### src/rtl/mem_bus_ctrl.sv
// rtl/mem_bus_ctrl.sv - core-to-memory-bus req/gnt/rvalid handshake controller with core stall
// Optional build macro MEM_TIMEOUT_EN adds a REQ/WAIT cycle limit with a sticky bus_err flag.
module mem_bus_ctrl #(
  parameter int AW      = 32,
  parameter int DW      = 32,
  parameter int TIMEOUT = 255
) (
  input  logic          clk,
  input  logic          rst,
  input  logic          cpu_req,
  input  logic          cpu_we,
  input  logic [AW-1:0] cpu_addr,
  input  logic [DW-1:0] cpu_wdata,
  output logic          cpu_stall,
  output logic          cpu_rvalid,
  output logic [DW-1:0] cpu_rdata,
  output logic          bus_req,
  output logic          bus_we,
  output logic [AW-1:0] bus_addr,
  output logic [DW-1:0] bus_wdata,
  input  logic          bus_gnt,
  input  logic          bus_rvalid,
  input  logic [DW-1:0] bus_rdata,
  output logic          bus_err
);

  typedef enum logic [1:0] {IDLE, REQ, WAIT, DONE} state_t;

  state_t state;
  logic   expire;
  logic   err_q;

  assign cpu_stall = ((state == IDLE) && cpu_req) || (state == REQ) || (state == WAIT);
  assign bus_err   = err_q;

`ifdef MEM_TIMEOUT_EN
  localparam int CW = (TIMEOUT > 1) ? $clog2(TIMEOUT + 1) : 1;
  logic [CW-1:0] tmo_cnt;

  // Counts REQ+WAIT cycles of the current access; cleared as the access is accepted.
  always_ff @(posedge clk or posedge rst) begin
    if (rst) begin
      tmo_cnt <= '0;
    end else if ((state == IDLE) && cpu_req) begin
      tmo_cnt <= '0;
    end else if ((state == REQ) || (state == WAIT)) begin
      tmo_cnt <= tmo_cnt + 1'b1;
    end
  end

  assign expire = ((state == REQ) || (state == WAIT)) && (tmo_cnt == CW'(TIMEOUT - 1));
`else
  // No expiry without the timeout build; the access waits for the bus indefinitely.
  assign expire = (TIMEOUT < 0);
`endif

  always_ff @(posedge clk or posedge rst) begin
    if (rst) begin
      state      <= IDLE;
      bus_req    <= 1'b0;
      bus_we     <= 1'b0;
      bus_addr   <= '0;
      bus_wdata  <= '0;
      cpu_rvalid <= 1'b0;
      cpu_rdata  <= '0;
      err_q      <= 1'b0;
    end else begin
      cpu_rvalid <= 1'b0;
      case (state)
        IDLE: begin
          if (cpu_req) begin
            bus_addr  <= cpu_addr;
            bus_wdata <= cpu_wdata;
            bus_we    <= cpu_we;
            bus_req   <= 1'b1;
            state     <= REQ;
          end
        end
        REQ: begin
          // A grant in the expiry cycle wins over the timeout.
          if (bus_gnt) begin
            bus_req <= 1'b0;
            bus_we  <= 1'b0;
            if (bus_we) begin
              state <= DONE;
            end else if (bus_rvalid) begin
              cpu_rdata  <= bus_rdata;
              cpu_rvalid <= 1'b1;
              state      <= DONE;
            end else begin
              state <= WAIT;
            end
          end else if (expire) begin
            bus_req <= 1'b0;
            bus_we  <= 1'b0;
            err_q   <= 1'b1;
            if (!bus_we) begin
              cpu_rdata  <= DW'(32'hDEAD_BEEF);
              cpu_rvalid <= 1'b1;
            end
            state <= DONE;
          end
        end
        WAIT: begin
          if (bus_rvalid) begin
            cpu_rdata  <= bus_rdata;
            cpu_rvalid <= 1'b1;
            state      <= DONE;
          end else if (expire) begin
            err_q      <= 1'b1;
            cpu_rdata  <= DW'(32'hDEAD_BEEF);
            cpu_rvalid <= 1'b1;
            state      <= DONE;
          end
        end
        DONE: begin
          state <= IDLE;
        end
        default: begin
          state <= IDLE;
        end
      endcase
    end
  end

endmodule

### config.mk
export PLATFORM = sky130hd
export DESIGN_NAME = mem_bus_ctrl
export DESIGN_NICKNAME = d
export VERILOG_FILES = /design/src/rtl/mem_bus_ctrl.sv
export SDC_FILE = /design/constraint.sdc
export NUM_CORES = 1
export LEC_CHECK = 0
export ABC_AREA = 1
export CAP_MARGIN = 0
export CORE_MARGIN = 1.5
export CORE_UTILIZATION = 45
export CTS_BUF_LIST = sky130_fd_sc_hd__clkbuf_8
export DETAILED_ROUTE_END_ITERATION = 8
export PLACE_DENSITY_LB_ADDON = 0.12
export SLEW_MARGIN = 20
export SYNTH_ARGS = -nofsm -noshare
export SYNTH_HDL_FRONTEND = slang
export SYNTH_SLANG_ARGS = --single-unit
### constraint.sdc
create_clock -name clk -period 8 [get_ports clk]
set_input_delay 1.2 -clock clk [delete_from_list [all_inputs] [get_ports clk]]
set_output_delay 1.2 -clock clk [all_outputs]
set_load 0.03 [all_outputs]
==> results.yml <==
run_status:
  status: "finished, violations left"
  violations: "design-rule violations"
clocking:
  hold_buffers: 0
  post_cts_resized: 0
  htreeDepth: 3
  cts_tree: "yes"
  cts.sink_count: 101
  clockBufferDepth: 2
  clk_pin_slew_ns: 0.09
  cts_buffers: 9
  cts_root_buf: "clkbuf_8"
  clock_latency_ns: 0.36
  post-cts-setup-buffers: 0
power_and_ir_drop:
  cellPowerDensity_mw_per_mm2: 457
  share_seq_of_total_power_pct: 30.9
  ir_drop_mv: 0.225
  clock_power_share_pct: 11.7
  total_leakage_power_nw: 3.00
  p_int_mw: 1.71
  p_sw_share_pct: 41.4
  pwr-share-comb_pct: 57.5
  switchingPower_mw: 1.21
yosys:
  syn-cell-area_mm2: 0.00413
  synth_top_family_by_area: "multiplexers"
  synth_top_area_share_pct: 61.3
  avgSynthCellArea_um2: 12.9
  muxShareOfSynthArea_pct: 21.0
  ys_types: 20
  synth_adder_area_share_pct: 1.21
  synth_cells: 319
  synth_seq_area_share_pct: 61.3
  synthSimpleGateAreaFrac_pct: 11.6
  syn-num-nets: 425
  yosys_register_bits: 101
  synth_area_leaders: "dfrtp_1, mux2_4, mux2_2"
  synth_ff_type: "dfrtp_1"
  synth-compound-area-share_pct: 1.18
  synth_edf_count: 0
  yosysWarnings: 0
  async_flop_share_pct: 100
  synth_area_leader_cell: "dfrtp_1"
  synth-xor-area-share_pct: 0
timing:
  fmaxAchievable_mhz: 225
  setup_viol: 0
  finalHoldViolCount: 0
  fin_crit_ns: 4.43
  rsz0062_at_grt: "no"
  fin_crit_sh_pct: 55.4
  fin_tns_setup_ns: 0
  fin_ws_ns: 3.57
  hold_ws_ns: 0.476
  slew_viol_final: 0
  finClkSkew_ns: 0.0150
  worst_pin_slew_ns: 1.06
  max_slew_margin_pct: 29.1
detailed_routing:
  drtPass1Iterations: 7
  detail_route.vias_per_cell: 4.89
  totalWireLength_mm: 9.97
  vias: 3074
  drc: 15
  drtIter0Drc: 144
  wl_per_cell_um: 15.8
  drtAntennaViolNets: 0
final_layout:
  fillCellCount: 654
  fin_area_mm2: 0.00639
  drive_gt1_share_pct: 16.1
  regArea_mm2: 0.00253
  multi_input_area_mm2: 0.00146
  fin_nets: 622
  antennaDiodeCount: 0
  syn_to_final_growth_pct: 54.9
critical_path:
  worstReg2RegEnd: "cpu_rdata[29]"
  critPathCaptureType: "primary output"
  reg2regPathDepth: 6
  critPathLaunchType: "input port"
  r2r-start: "state[1]"
  path_max_fanout: 66
  worst-r2r-setup-slack_ns: 5.50
  critPathRequiredTime_ns: 6.80
  worstPathArrival_ns: 3.23
  path_class: "in -> out"
die:
  die_w_um: 98.7
  rows: 34
  num_io_pins: 203
  start_util_pct: 46.8
  core_mm2: 0.00881
  die_h_um: 98.7
  dieArea_mm2: 0.00975
placement:
  place_area_mm2: 0.00618
  globalplace.congestion: 0.709
  hpwl_mm: 7.06
  pre_cts_slack_ns: 3.53
  port_buffers: 201
hold_path:
  min_from: "cpu_rdata[11]"
  hold-path-cell-count: 2
  whs_endpoint: "cpu_rdata[11]"
  hold_path.class: "reg -> reg"
global_routing:
  antenna_found_initial: 0
  grt_pass1_vias: 3206
  grtUsageTotal_pct: 20.8
  grt_pass1_wl_mm: 16.0
  grt_overflow: 0
  grt_max_degree: 67
flow_run:
  max_cap_viol_count: 0
power groups by stage:
stage	registers, mW	logic, mW	clock network, mW
CTS	0.903	1.69	0.349
finish	0.902	1.68	0.341
global route	0.939	1.77	0.371
global placement	0.896	1.67	0
detailed placement	0.911	1.69	0
floorplan	1.40	0.525	0
worst max-delay path by stage:
stage / from / depth (start not counted) / endpoint / slack, ns
global placement: cpu_req / 4 / cpu_stall / 3.53
floorplan: rst / 1 / bus_addr[0] / 4.15
detailed placement: cpu_req / 4 / cpu_stall / 3.53
finish: cpu_req / 4 / cpu_stall / 3.57
global route: cpu_req / 4 / cpu_stall / 3.44
CTS: cpu_req / 4 / cpu_stall / 3.53
cell families (layout without fill, tap and decap cells):
kind of cell | Yosys count | count (layout)
muxes | 64 | 64
DFF | 101 | 101
adders and majority gates | 4 | 4
buffers and inverters | 26 | 228
other | 1 | 1
and+or+nand+nor | 115 | 115
AOI/OAI and AO/OA | 8 | 8
routing by layer:
metal / wire, um / vias up / global-route usage (%)
met1: 3970 / 1481 / 24.8
met4: 302 / 0 / 10.0
met3: 868 / 24 / 6.45
met2: 4830 / 129 / 34.5
li1: - / 1440 / -
met5: 0 / - / 0
cell type report:
cell class                 instances  share of cell area [%]
clock buffer                       9                    1.94
clock inverter                     7                    1.31
inverter                           9                   0.568
multi-input combinational        192                    22.8
sequential                       101                    39.6
tap                              108                    2.11
timing repair buffer             203                    31.7
registers in the layout, indices dropped and copies added (netlist names):
signal,count
bus_we,1
bus_addr,32
state,2
bus_req,1
cpu_rdata,32
bus_wdata,32
cpu_rvalid,1
synth_stat cells (2+ instances only):
master / instances
dfrtp_1: 101
mux2_4: 39
o21ai_0: 3
a21oi_1: 2
nand2_1: 74
buf_6: 5
clkbuf_1: 3
inv_1: 9
buf_2: 8
nand3_1: 34
mux2_2: 25
ha_1: 4
nor2_1: 5
layout by cell type (no fill, tap or decap), drive strengths merged:
cell type      netlist  routed
clkinvlp             0       1
or2                  1       1
a21oi                3       3
clkdlybuf4s50        0     201
bufinv               0       2
mux2                64      64
ha                   4       4
inv                  9      12
a211oi               1       1
conb                 1       1
clkinv               0       1
o21ai                3       3
nand3               34      34
nand2               75      75
clkbuf               3       9
o21bai               1       1
nor2                 5       5
dfrtp              101     101
buf                 14       2
per-stage QoR:
| step | cells | util [%] | total power, mW |
|---|---|---|---|
| floorplan | 319 | - | 1.93 |
| global placement | 613 | 70.2 | 2.57 |
| detailed placement | 613 | 70.2 | 2.60 |
| CTS | 629 | 72.6 | 2.95 |
| global route | 629 | 72.6 | 3.08 |
| finish | 629 | 72.6 | 2.92 |
worst max-delay path: stages:
cell             delay (ns)
clkdlybuf4s50_1        0.46
nand2_4                0.79
nand3_1                0.14
clkdlybuf4s50_1        0.64
No activity file was read; power rests on OpenSTA's default activity.
